**src/rtl/uart_frame_rx.sv**
```systemverilog
// Frame receiver for the UART rx FIFO: hunts for a sync byte, assembles an NBYTES payload,
// verifies an XOR checksum and aborts frames whose inter-byte gap exceeds TIMEOUT_CYCLES.
module uart_frame_rx #(
    parameter int         NBYTES         = 4,
    parameter logic [7:0] SYNC           = 8'hA5,
    parameter int         TIMEOUT_CYCLES = 1000000,
    parameter int         CW             = 16
) (
    input  logic                  clk,
    input  logic                  reset_n,
    input  logic                  rx_empty,
    input  logic [7:0]            r_data,
    output logic                  rd_uart,
    output logic [8*NBYTES-1:0]   frame_data,
    output logic                  frame_valid,
    output logic                  frame_err,
    output logic [1:0]            err_code,
    output logic                  busy,
    output logic [CW-1:0]         good_count,
    output logic [CW-1:0]         err_count
);

    localparam int IW = (NBYTES > 1) ? $clog2(NBYTES) : 1;
    localparam int TW = (TIMEOUT_CYCLES > 2) ? $clog2(TIMEOUT_CYCLES) : 1;
    localparam logic [IW-1:0] LAST_IDX  = IW'(NBYTES - 1);
    localparam logic [TW-1:0] LAST_TICK = TW'(TIMEOUT_CYCLES - 1);

    typedef enum logic [1:0] {
        HUNT,
        PAYLOAD,
        CHECK
    } state_t;

    state_t               state;
    logic [IW-1:0]        index;
    logic [7:0]           xor_acc;
    logic [TW-1:0]        timer;
    logic [8*NBYTES-1:0]  payload;

    // The FIFO head is popped whenever it holds data, in every state, so the link never stalls.
    assign rd_uart = ~rx_empty & ~reset_n;

    always_ff @(posedge clk) begin
        if (reset_n) begin
            state       <= HUNT;
            index       <= '0;
            xor_acc     <= '0;
            timer       <= '0;
            payload     <= '0;
            frame_data  <= '0;
            frame_valid <= 1'b0;
            frame_err   <= 1'b0;
            err_code    <= 2'b00;
            busy        <= 1'b0;
            good_count  <= '0;
            err_count   <= '0;
        end else begin
            frame_valid <= 1'b0;
            frame_err   <= 1'b0;
            unique case (state)
                HUNT: begin
                    if (rd_uart && r_data == SYNC) begin
                        state   <= PAYLOAD;
                        busy    <= 1'b1;
                        index   <= '0;
                        xor_acc <= '0;
                        timer   <= '0;
                    end
                end
                PAYLOAD, CHECK: begin
                    if (rd_uart) begin
                        timer <= '0;
                        if (state == PAYLOAD) begin
                            // First payload byte lands in the most significant slot.
                            payload[8*(NBYTES-1-int'(index)) +: 8] <= r_data;
                            xor_acc <= xor_acc ^ r_data;
                            if (index == LAST_IDX) begin
                                state <= CHECK;
                            end else begin
                                index <= index + 1'b1;
                            end
                        end else begin
                            if (r_data == xor_acc) begin
                                frame_data  <= payload;
                                frame_valid <= 1'b1;
                                good_count  <= good_count + 1'b1;
                            end else begin
                                frame_err <= 1'b1;
                                err_code  <= 2'b01;
                                err_count <= err_count + 1'b1;
                            end
                            state <= HUNT;
                            busy  <= 1'b0;
                        end
                    end else if (timer == LAST_TICK) begin
                        frame_err <= 1'b1;
                        err_code  <= 2'b10;
                        err_count <= err_count + 1'b1;
                        state     <= HUNT;
                        busy      <= 1'b0;
                    end else begin
                        timer <= timer + 1'b1;
                    end
                end
                default: begin
                    state <= HUNT;
                    busy  <= 1'b0;
                end
            endcase
        end
    end

endmodule

```
**config.mk**
```make
export PLATFORM = sky130hd
export DESIGN_NAME = uart_frame_rx
export DESIGN_NICKNAME = d
export VERILOG_FILES = /design/src/rtl/uart_frame_rx.sv
export SDC_FILE = /design/constraint.sdc
export NUM_CORES = 1
export LEC_CHECK = 0
export ABC_AREA = 1
export CORE_MARGIN = 1.5
export CORE_UTILIZATION = 30
export CTS_BUF_LIST = sky130_fd_sc_hd__clkbuf_4 sky130_fd_sc_hd__clkbuf_8 sky130_fd_sc_hd__clkbuf_16
export DETAILED_ROUTE_END_ITERATION = 8
export PLACE_DENSITY = 0.55
export SLEW_MARGIN = 20
export SYNTH_ARGS = -nofsm -noshare
export SYNTH_HDL_FRONTEND = slang
export SYNTH_SLANG_ARGS = --single-unit
```
**constraint.sdc**
```tcl
create_clock -name clk -period 4.5 [get_ports clk]
set_clock_uncertainty 0.2 [all_clocks]
set_input_delay 0.9 -clock clk [delete_from_list [all_inputs] [get_ports clk]]
set_output_delay 0.9 -clock clk [all_outputs]
set_load 0.05 [all_outputs]
```
==> run metrics, run 1 <==
full die area=~0.023 mm²; Sink Count=133; Final GP Congestion=roughly 0.86; Simple-Gate Fraction of Synth Area=a little over a third; drt via density=between 4 and 5; final number of setup-violating endpoints=0; wire length of the first global-routing pass=~30000 µm; synthesized netlist cell count=~980; first drt pass iteration count=4; Cell Pwr Density=399 mW/mm²; Synthesis Warnings=0; setup slack on the worst flop-to-flop path=1.42 ns; CTS root buf=sky130_fd_sc_hd__clkbuf_16; cell depth of the worst min-delay path=2; netlist area before placement=0.00666 mm²; Tightest Pin Transition=~0.78 ns; Final Max Tran Viols=0; core outline area=0.0218 mm²; share of synthesized area occupied by flip-flops and latches=around two fifths; # DRC=0; Worst Path Class, Setup=input port to primary output; amount of wire on met2 after detailed routing=a little over 8000 µm; boundary pin count=81; CP max FO=5; Hold WC Path Type=register to register; clock tree from TritonCTS=yes; antenna violations before repair=0; proportion of synthesized area in mux cells=0%; total negative slack=0 ns; status=finished, final reports clean; worst setup slack after layout=about 0.9 ns; proportion of layout cells with a drive suffix above 1=6.96%; ANT nets after route=0; H-tree level count=4; total chip power=around 0.0033 W; Area Overhead vs Synth=24.3%; adder-cell area share of the yosys netlist=2.07%; number of antenna diodes=0; site row count=54; final cell area excluding filler cells=between 0.008 and 0.009 mm²; XOR/XNOR share of the synthesized area=under 10%; Data required, critical path=around 3.4 ns; cells taking the most area after synthesis=sky130_fd_sc_hd__dfxtp_1 40%, sky130_fd_sc_hd__nand2_1 12%, sky130_fd_sc_hd__nor2_1 9.0%, sky130_fd_sc_hd__nand3_1 6.4%, sky130_fd_sc_hd__a21oi_1 5.4%; highest clock rate=approximately 280 MHz; buffer levels on the longest clock path=2; DIE WIDTH=152 µm; Iteration-0 DRC Markers=between 300 and 400; post-synthesis net count=~1000; worst slack, placed=0.889 ns; library cell with the largest summed area after synthesis=sky130_fd_sc_hd__dfxtp_1; post-synthesis area per instance=6.77 µm²; met3 wire len=604 µm; global route total overflow=0; fraction of post-synthesis cell area in the top cell type by area=between 30% and 40%; post-synthesis cell type count=37; flip-flop and latch count after synthesis=about 130; placed cell area=0.00766 mm²; Max IR drop VDD=between 0.0002 and 0.0003 V; max layer used=met4; initial standard-cell utilization of the core=about 30%; WL per Instance=approximately 13 µm; fraction of the mapped netlist area in compound gates=about an eighth; total clock buffers created by CTS=17; Slew Limit Headroom=48.3%; total wire length=~18000 µm; Resized cells post-CTS=0; port bufs=80; depth of the most critical reg-to-reg path=7; detailed-placement wirelength estimate=approximately 12000 µm; global router's overall resource usage=15.7%; post-CTS clock slew at the launch and capture registers of the worst setup and hold paths=~0.050 ns; Post-CTS Hold Fix Bufs=0; share of the cycle needed by the critical path after routing=80.0%; number of nets at the end of the flow=roughly 1100; critical path startpoint category=input port; total count of hold-check failures in the final report=0; largest family of logic cells by synthesized area=simple AND/OR/NAND/NOR gates; insertion delay to the later sink of the worst-skew pair=approximately 0.42 ns; number of global-route vias before repair=about 5900; Leakage=3.12 nW; filler instances=around 2300; total number of vias=approximately 6300; Max Cap Violations=0; Crit path arrival time=roughly 2.5 ns; wire length the detailed router placed on met1=between 8000 and 9000 µm; crit path time final=3.60 ns; unrepaired setup endpoints after global routing=no; endpoint class of the critical path=primary output; die height=roughly 150 µm; pin count of the biggest net entering global routing=a little under 70; number of buffers inserted by post-CTS setup repair=0
[placed cells by master, fill, tap and decap left out, types with 3 or more instances in the layout]
cell type                         synthesis  final
sky130_fd_sc_hd__a211oi_1                 8      8
sky130_fd_sc_hd__a21oi_1                 72     72
sky130_fd_sc_hd__a31oi_1                  8      8
sky130_fd_sc_hd__buf_4                    3      8
sky130_fd_sc_hd__bufinv_16                0      3
sky130_fd_sc_hd__clkbuf_16                0     17
sky130_fd_sc_hd__clkdlybuf4s50_1          0     79
sky130_fd_sc_hd__clkinv_4                 0      3
sky130_fd_sc_hd__clkinvlp_4               0      4
sky130_fd_sc_hd__dfxtp_1                133    133
sky130_fd_sc_hd__ha_1                    11     11
sky130_fd_sc_hd__inv_1                   88     88
sky130_fd_sc_hd__inv_2                    5      5
sky130_fd_sc_hd__inv_6                    0      3
sky130_fd_sc_hd__nand2_1                207    207
sky130_fd_sc_hd__nand2_2                 11     11
sky130_fd_sc_hd__nand3_1                 85     85
sky130_fd_sc_hd__nand4_1                 12     12
sky130_fd_sc_hd__nor2_1                 159    159
sky130_fd_sc_hd__nor2_2                   5      5
sky130_fd_sc_hd__nor2_4                   4      4
sky130_fd_sc_hd__nor3_1                  25     25
sky130_fd_sc_hd__o21ai_0                 44     44
sky130_fd_sc_hd__o21ai_1                 18     18
sky130_fd_sc_hd__or3_1                   16     16
sky130_fd_sc_hd__xnor2_1                  3      3
sky130_fd_sc_hd__xor2_1                  15     15
[metal layers]
layer	track usage (%)	vias up
li1	-	3327
met1	20.2	2837
met2	26.0	97
met3	3.82	14
met4	4.85	0
met5	0	-
[power by group]
group / switching (W) / internal (W)
registers: 0.0000367 / 0.00122
clock network: 0.000559 / 0.000899
logic: 0.000437 / 0.000153
[worst max-delay path, cell delays in order]
cell and delay, ns:
sky130_fd_sc_hd__clkdlybuf4s50_1 0.49, sky130_fd_sc_hd__nor2_8 0.21, sky130_fd_sc_hd__clkdlybuf4s50_1 0.89
[flip-flops by register name, summed over array words and instances (netlist names), 2 cells and up]
register,count
err_count,16
err_code,2
timer,20
index,2
payload,32
xor_acc,8
frame_data,32
state,2
good_count,16
[logic make-up after synthesis]
group | after synthesis
AOI/OAI and AO/OA | 151
buffers and inverters | 136
and+or+nand+nor | 535
DFF | 133
xor gates and xnor gates | 18
adders and majority gates | 11
[final timing paths]
kind	endpoint	from
worst max-delay path	rd_uart	rx_empty
worst min-delay path	payload[21]$_SDFFE_PP0P_	payload[21]$_SDFFE_PP0P_
worst max register to register	payload[15]$_SDFFE_PP0P_	index[0]$_SDFFE_PP0P_
worst min register to register	payload[21]$_SDFFE_PP0P_	payload[21]$_SDFFE_PP0P_
[stage by stage]
step / instances / utilization [%] / hold slack (ns)
global route: 1343 / 38.0 / 0.281
CTS: 1343 / 38.0 / 0.257
floorplan: 984 / - / 0.231
global placement: 1311 / 35.1 / 0.246
detailed placement: 1311 / 35.1 / 0.247
finish: 1343 / 38.0 / 0.254
[cell usage after synthesis]
master,number
sky130_fd_sc_hd__nand2_1,207
sky130_fd_sc_hd__nor2_1,159
sky130_fd_sc_hd__dfxtp_1,133
sky130_fd_sc_hd__inv_1,88
sky130_fd_sc_hd__nand3_1,85
sky130_fd_sc_hd__a21oi_1,72
sky130_fd_sc_hd__o21ai_0,44
sky130_fd_sc_hd__nor3_1,25
sky130_fd_sc_hd__clkbuf_1,22
sky130_fd_sc_hd__o21ai_1,18
sky130_fd_sc_hd__or3_1,16
sky130_fd_sc_hd__xor2_1,15
sky130_fd_sc_hd__nand4_1,12
sky130_fd_sc_hd__ha_1,11
sky130_fd_sc_hd__nand2_2,11
sky130_fd_sc_hd__buf_2,9
sky130_fd_sc_hd__a211oi_1,8
sky130_fd_sc_hd__a31oi_1,8
sky130_fd_sc_hd__inv_2,5
sky130_fd_sc_hd__nor2_2,5
sky130_fd_sc_hd__buf_6,4
sky130_fd_sc_hd__nor2_4,4
sky130_fd_sc_hd__buf_1,3
sky130_fd_sc_hd__buf_4,3
sky130_fd_sc_hd__xnor2_1,3
sky130_fd_sc_hd__nand3b_1,2
sky130_fd_sc_hd__or2_2,2
sky130_fd_sc_hd__clkinv_1,1
sky130_fd_sc_hd__inv_4,1
sky130_fd_sc_hd__nand2_4,1
sky130_fd_sc_hd__nand3_2,1
sky130_fd_sc_hd__nand3_4,1
sky130_fd_sc_hd__nor2_8,1
sky130_fd_sc_hd__nor3b_1,1
sky130_fd_sc_hd__nor4_1,1
sky130_fd_sc_hd__o21ai_2,1
sky130_fd_sc_hd__or2_1,1
[area by class of cell]
cell class	instances	area [µm²]	share of cell area (%)
multi-input cells	715	3440	41.5
flip-flops and latches	133	2660	32.1
repair buffers	88	856	10.3
clock buffers	19	447	5.39
inverters	95	359	4.34
well taps	280	350	4.23
clock inverters	13	173	2.08
Note: power is estimated with default switching activity, not from simulation.
==> run 2: changes to the inputs <==
--- a/config.mk
+++ b/config.mk
@@ -10,7 +10,7 @@
 export CORE_UTILIZATION = 30
 export CTS_BUF_LIST = sky130_fd_sc_hd__clkbuf_4 sky130_fd_sc_hd__clkbuf_8 sky130_fd_sc_hd__clkbuf_16
 export DETAILED_ROUTE_END_ITERATION = 8
-export PLACE_DENSITY = 0.55
+export PLACE_DENSITY = 0.57
 export SLEW_MARGIN = 20
 export SYNTH_ARGS = -nofsm -noshare
 export SYNTH_HDL_FRONTEND = slang
==> constraint.sdc (replaced) <==
create_clock -name clk -period 2.9 [get_ports clk]
set_clock_uncertainty 0.2 [all_clocks]
set_input_delay 0.58 -clock clk [delete_from_list [all_inputs] [get_ports clk]]
set_output_delay 0.58 -clock clk [all_outputs]
set_load 0.05 [all_outputs]
==> run 2 against run 1 <==
Net effect:
- via count is 2.0% higher
- clock power up 43%
- sequential power increased by 54%
- critical endpoint is now good_count[2]
- combinational power increased by 62%
- wire length shrank 0.72%
- highest routed layer unchanged
- critical path type is now register to primary output
==> run metrics, run 2 (synthesis gave the netlist of run 1 again) <==
status=finished, final reports clean; port bufs=80; worst slack, placed=roughly 0.18 ns; number of antenna diodes=0; CP max FO=7; endpoint class of the critical path=primary output; combinational group share of total power=between 10% and 20%; total number of vias=roughly 6400; critical hold path startpoint=payload[22]$_SDFFE_PP0P_; Sink Count=133; H-tree level count=4; power spent charging and discharging nets=between 0.0015 and 0.002 W; number of global-route vias before repair=between 5000 and 6000; Max IR drop VDD=roughly 0.00035 V; buffer levels on the longest clock path=2; site row count=54; # DRC=0; Inst Count DP=~1300; initial standard-cell utilization of the core=slightly above 30%; critical path startpoint category=register; Final Max Tran Viols=0; Crit path arrival time=around 1.7 ns; internal power summed over all cells=between 0.003 and 0.004 W; worst flop-to-flop path startpoint=state[0]$_SDFFE_PP0P_; Iteration-0 DRC Markers=between 400 and 500; Resized cells post-CTS=0; global route total overflow=0; WP buf/inv=1; clock tree from TritonCTS=yes; DIE WIDTH=between 150 and 200 µm; Final GP Congestion=0.899; WL per Instance=between 10 and 15 µm; launching element of the worst setup path=good_count[2]$_SDFFE_PP0P_; number of buffers inserted by post-CTS setup repair=0; worst setup slack after layout=around 0.39 ns; unrepaired setup endpoints after global routing=no; Area Overhead vs Synth=25.0%; total count of hold-check failures in the final report=0; share of total power in the clock network=about two fifths; insertion delay to the later sink of the worst-skew pair=around 0.43 ns; global router's overall resource usage=approximately 15%; pin count of the biggest net entering global routing=between 50 and 60; final cell area excluding filler cells=around 0.0083 mm²; highest clock rate=398 MHz; Tightest Pin Transition=0.629 ns; boundary pin count=81; final number of setup-violating endpoints=0; Max Cap Violations=0; antenna violations before repair=0; cell family with most CP delay=buffers and inverters; Post-CTS Hold Fix Bufs=0; total clock buffers created by CTS=17; Leakage=between 3 and 4 nW; Cell Pwr Density=around 600 mW/mm²; drt via density=approximately 4.7; Slew Limit Headroom=58.1%; detailed-placement wirelength estimate=12500 µm; number of nets at the end of the flow=between 1000 and 1500; commonest non-fill, non-tap cells in the layout=207 x sky130_fd_sc_hd__nand2_1, 159 x sky130_fd_sc_hd__nor2_1, 133 x sky130_fd_sc_hd__dfxtp_1; total wire length=17500 µm; switching share of power=around a third; post-CTS clock slew at the launch and capture registers of the worst setup and hold paths=about 0.060 ns; crit path max-delay cell type=sky130_fd_sc_hd__clkdlybuf4s50_1; ANT nets after route=0; placed cell area=0.00776 mm²; first drt pass iteration count=5; proportion of layout cells with a drive suffix above 1=under 10%; Hold WC Path Type=register to register; Crit path largest cell delay=about 0.85 ns; CP cell instances=clkdlybuf4s50_1; wire length of the first global-routing pass=a little under 30000 µm; crit path time final=about 2.5 ns; largest registers=frame_data (32), payload (32), timer (20); total negative slack=0 ns; share of the cycle needed by the critical path after routing=approximately 87%; core outline area=approximately 0.022 mm²; Worst Path Class, Setup=register to primary output; CTS root buf=sky130_fd_sc_hd__clkbuf_16; Data required, critical path=between 2 and 2.5 ns; filler instances=approximately 2300; die height=152 µm; sequential cell fraction of total power=around two fifths; Final Non-Filler Cells=approximately 1400; most common library cell in the layout ignoring fill and taps=sky130_fd_sc_hd__nand2_1; full die area=between 0.02 and 0.025 mm²
-- run 2: cell types whose count changed in the layout (fill, tap and decap cells not counted), sizes merged --
cell           before  now
buf                 9   18
bufinv              3    1
clkdlybuf4s50      79   78
clkinv              4    5
clkinvlp            4    5
-- run 2: tightest hold or removal path, delay by kind of cell, from the launching register on --
| family | cells | cell delay, ns |
|---|---|---|
| compound gates | 1 | 0.06 |
| flops | 1 | 0.31 |
| buf+inv | 1 | 0.04 |
-- run 2: final timing paths --
path	end	slack, ns	cells past startpoint
worst max-delay path	good_count[2]	0.39	1
worst min-delay path	payload[22]$_SDFFE_PP0P_	0.25	2
worst max register to register	xor_acc[4]$_SDFFE_PP0P_	0.54	10
worst min register to register	payload[22]$_SDFFE_PP0P_	0.25	2
-- run 2: metal layers --
metal | routed length [µm] | vias to the layer above | part of all wire (%) | track usage, %
met5 | 0 | - | 0 | 0
met4 | 275 | 0 | 1.6 | 4.21
met3 | 711 | 25 | 4.1 | 3.82
met2 | 7910 | 130 | 45 | 24.6
met1 | 8610 | 2899 | 49 | 20.7
li1 | - | 3345 | - | -
-- run 2: area by class of cell --
cell class                 instances  area (µm²)  area share [%]
multi-input combinational        715        3440            41.2
sequential                       133        2660            32.0
timing repair buffer              96         951            11.4
clock buffer                      19         447            5.36
inverter                          95         359            4.31
tap                              280         350            4.21
clock inverter                    13         125            1.50
-- run 2: power groups by stage --
stage          Combinational (W)  Sequential [W]  Clock, W
6_report                0.000958         0.00194   0.00209
5_1_grt                  0.00107         0.00195   0.00222
4_1_cts                 0.000960         0.00194   0.00214
3_5_place_dp            0.000955         0.00198         0
3_3_place_gp            0.000959         0.00198         0
2_1_floorplan           0.000682         0.00201         0
-- run 2: per-stage QoR --
step | hold WS [ns] | utilization, % | power (W)
2_1_floorplan | 0.231 | - | 0.00269
3_3_place_gp | 0.245 | 35.6 | 0.00294
3_5_place_dp | 0.245 | 35.6 | 0.00294
4_1_cts | 0.257 | 38.2 | 0.00504
5_1_grt | 0.272 | 38.2 | 0.00524
6_report | 0.255 | 38.2 | 0.00499
==> run 3: changes to the inputs <==
--- a/config.mk
+++ b/config.mk
@@ -8,9 +8,10 @@
 export ABC_AREA = 1
 export CORE_MARGIN = 1.5
 export CORE_UTILIZATION = 30
-export CTS_BUF_LIST = sky130_fd_sc_hd__clkbuf_4 sky130_fd_sc_hd__clkbuf_8 sky130_fd_sc_hd__clkbuf_16
+export CTS_BUF_LIST = sky130_fd_sc_hd__clkbuf_8
 export DETAILED_ROUTE_END_ITERATION = 8
 export PLACE_DENSITY = 0.57
+export SKIP_LAST_GASP = 1
 export SLEW_MARGIN = 20
 export SYNTH_ARGS = -nofsm -noshare
 export SYNTH_HDL_FRONTEND = slang
==> run 3 against run 2 <==
Net effect:
- sequential share of layout area increased by 0.77 points
- sequential power about the same
- critical path depth unchanged
- critical endpoint unchanged
- sequential cell count unchanged
- combinational power about the same
- core utilization decreased by 0.89 points
- critical path type unchanged
- global-route usage increased by 0.12 points
- cell count unchanged
- first-iteration DRC count decreased by 6.2%
- via count about the same
- clock power decreased by 28%
- power decreased by 12%
==> run metrics, run 3 (synthesis gave the netlist of run 1 again) <==
Crit path largest cell delay=around 0.85 ns; number of buffers inserted by post-CTS setup repair=0; pin count of the biggest net entering global routing=58; cell depth of the worst min-delay path=2; cell family with most CP delay=buffers and inverters; Leakage=a little over 3 nW; ANT nets after route=0; first drt pass iteration count=5; proportion of layout cells with a drive suffix above 1=approximately 7.7%; Sink Count=between 100 and 150; drt via density=4.74; total clock buffers created by CTS=17; commonest non-fill, non-tap cells in the layout=207 x sky130_fd_sc_hd__nand2_1, 159 x sky130_fd_sc_hd__nor2_1, 133 x sky130_fd_sc_hd__dfxtp_1; buffer levels on the longest clock path=2; highest clock rate=about 390 MHz; number of antenna diodes=0; switching share of power=around a third; power spent charging and discharging nets=about 0.0015 W; critical path startpoint category=register; detailed-placement wirelength estimate=between 10000 and 15000 µm; wire length of the first global-routing pass=about 30000 µm; insertion delay to the later sink of the worst-skew pair=between 0.4 and 0.5 ns; setup slack on the worst flop-to-flop path=0.53 ns; crit path max-delay cell type=sky130_fd_sc_hd__clkdlybuf4s50_1; reg-to-reg critical path endpoint=xor_acc[4]$_SDFFE_PP0P_; Inst Count DP=approximately 1300; unrepaired setup endpoints after global routing=no; total count of hold-check failures in the final report=0; Final Non-Filler Cells=1351; Tightest Pin Transition=between 0.6 and 0.7 ns; DIE WIDTH=between 150 and 200 µm; CP cell instances=clkdlybuf4s50_1; Worst Path Class, Setup=register to primary output; worst setup slack after layout=between 0.3 and 0.4 ns; launching element of the worst setup path=good_count[2]$_SDFFE_PP0P_; total number of vias=6400; internal power summed over all cells=0.00286 W; worst slack, placed=about 0.18 ns; depth of the most critical reg-to-reg path=10; antenna violations before repair=0; Crit path arrival time=roughly 1.8 ns; worst min-delay path endpoint=payload[22]$_SDFFE_PP0P_; initial standard-cell utilization of the core=30.5%; site row count=54; port bufs=80; full die area=about 0.023 mm²; H-tree level count=4; Post-CTS Hold Fix Bufs=0; die height=between 150 and 200 µm; most common library cell in the layout ignoring fill and taps=sky130_fd_sc_hd__nand2_1; Iteration-0 DRC Markers=396; total negative slack=0 ns; worst flop-to-flop path startpoint=state[0]$_SDFFE_PP0P_; crit path time final=2.55 ns; # DRC=0; Max Cap Violations=0; post-CTS clock slew at the launch and capture registers of the worst setup and hold paths=around 0.08 ns; boundary pin count=between 80 and 90; core outline area=about 0.022 mm²; CP max FO=7; global route total overflow=0; combinational group share of total power=approximately 22%; Resized cells post-CTS=0; number of global-route vias before repair=5733; Hold WC Path Type=register to register; sequential cell fraction of total power=around 44%; worst hold slack after final layout=around 0.26 ns; Final Max Tran Viols=0; Cell Pwr Density=approximately 540 mW/mm²; Final GP Congestion=~0.90; critical hold path startpoint=payload[22]$_SDFFE_PP0P_; number of nets at the end of the flow=approximately 1100; WP buf/inv=1; clock tree from TritonCTS=yes; global router's overall resource usage=between 15 and 20%; CTS root buf=sky130_fd_sc_hd__clkbuf_8; Slew Limit Headroom=between 50 and 60%; Max IR drop VDD=between 0.0002 and 0.0003 V; Data required, critical path=2.12 ns; largest registers=frame_data (32), payload (32), timer (20); total wire length=about 17000 µm; Area Overhead vs Synth=22.1%; endpoint class of the critical path=primary output; WL per Instance=12.9 µm; share of the cycle needed by the critical path after routing=87.9%; status=finished, final reports clean; share of total power in the clock network=roughly a third; final number of setup-violating endpoints=0
## run 3: cell types whose count changed in the layout (fill, tap and decap cells not counted)
cell and delta:
sky130_fd_sc_hd__clkbuf_16 -17, sky130_fd_sc_hd__clkbuf_8 +17, sky130_fd_sc_hd__clkbuf_4 -1, sky130_fd_sc_hd__inv_1 +1
## run 3: layout make-up
| cell class | instances | area, µm² |
|---|---|---|
| Multi-Input combinational cell | 715 | 3440 |
| Sequential cell | 133 | 2660 |
| Fill cell | 2294 | 13700 |
| Clock buffer | 18 | 248 |
| Tap cell | 280 | 350 |
| Timing Repair Buffer | 96 | 951 |
| Clock inverter | 14 | 129 |
| Inverter | 95 | 359 |
## run 3: through the flow
stage	utilization, %	cell area [µm²]	power, W
final	37.3	8140	0.00439
after global routing	37.3	8140	0.00466
after CTS	37.3	8140	0.00445
after detailed placement	35.6	7760	0.00294
after global placement	35.6	7760	0.00294
after floorplan	-	6660	0.00269
## run 3: how the worst max path moves through the flow
stage,to,slack [ns],cells after the start
after detailed placement,xor_acc[4]$_SDFFE_PP0P_,0.18,9
after floorplan,payload[15]$_SDFFE_PP0P_,0.47,9
final,good_count[2],0.35,1
after global placement,xor_acc[4]$_SDFFE_PP0P_,0.15,9
after CTS,good_count[2],0.31,1
after global routing,err_count[2],0.26,1
## run 3: metal layers
layer	up-vias	global-route usage, %	routed length, µm
met5	-	0	0
li1	3338	-	-
met4	0	5.09	314
met3	25	3.71	730
met1	2901	20.6	8520
met2	136	24.7	7880
## run 3: power groups by stage
stage               Combinational (W)  Sequential (W)  Clock, W
floorplan                    0.000682         0.00201         0
global placement             0.000959         0.00198         0
detailed placement           0.000955         0.00198         0
CTS                          0.000959         0.00194   0.00155
global route                  0.00108         0.00195   0.00164
finish                       0.000958         0.00194   0.00150
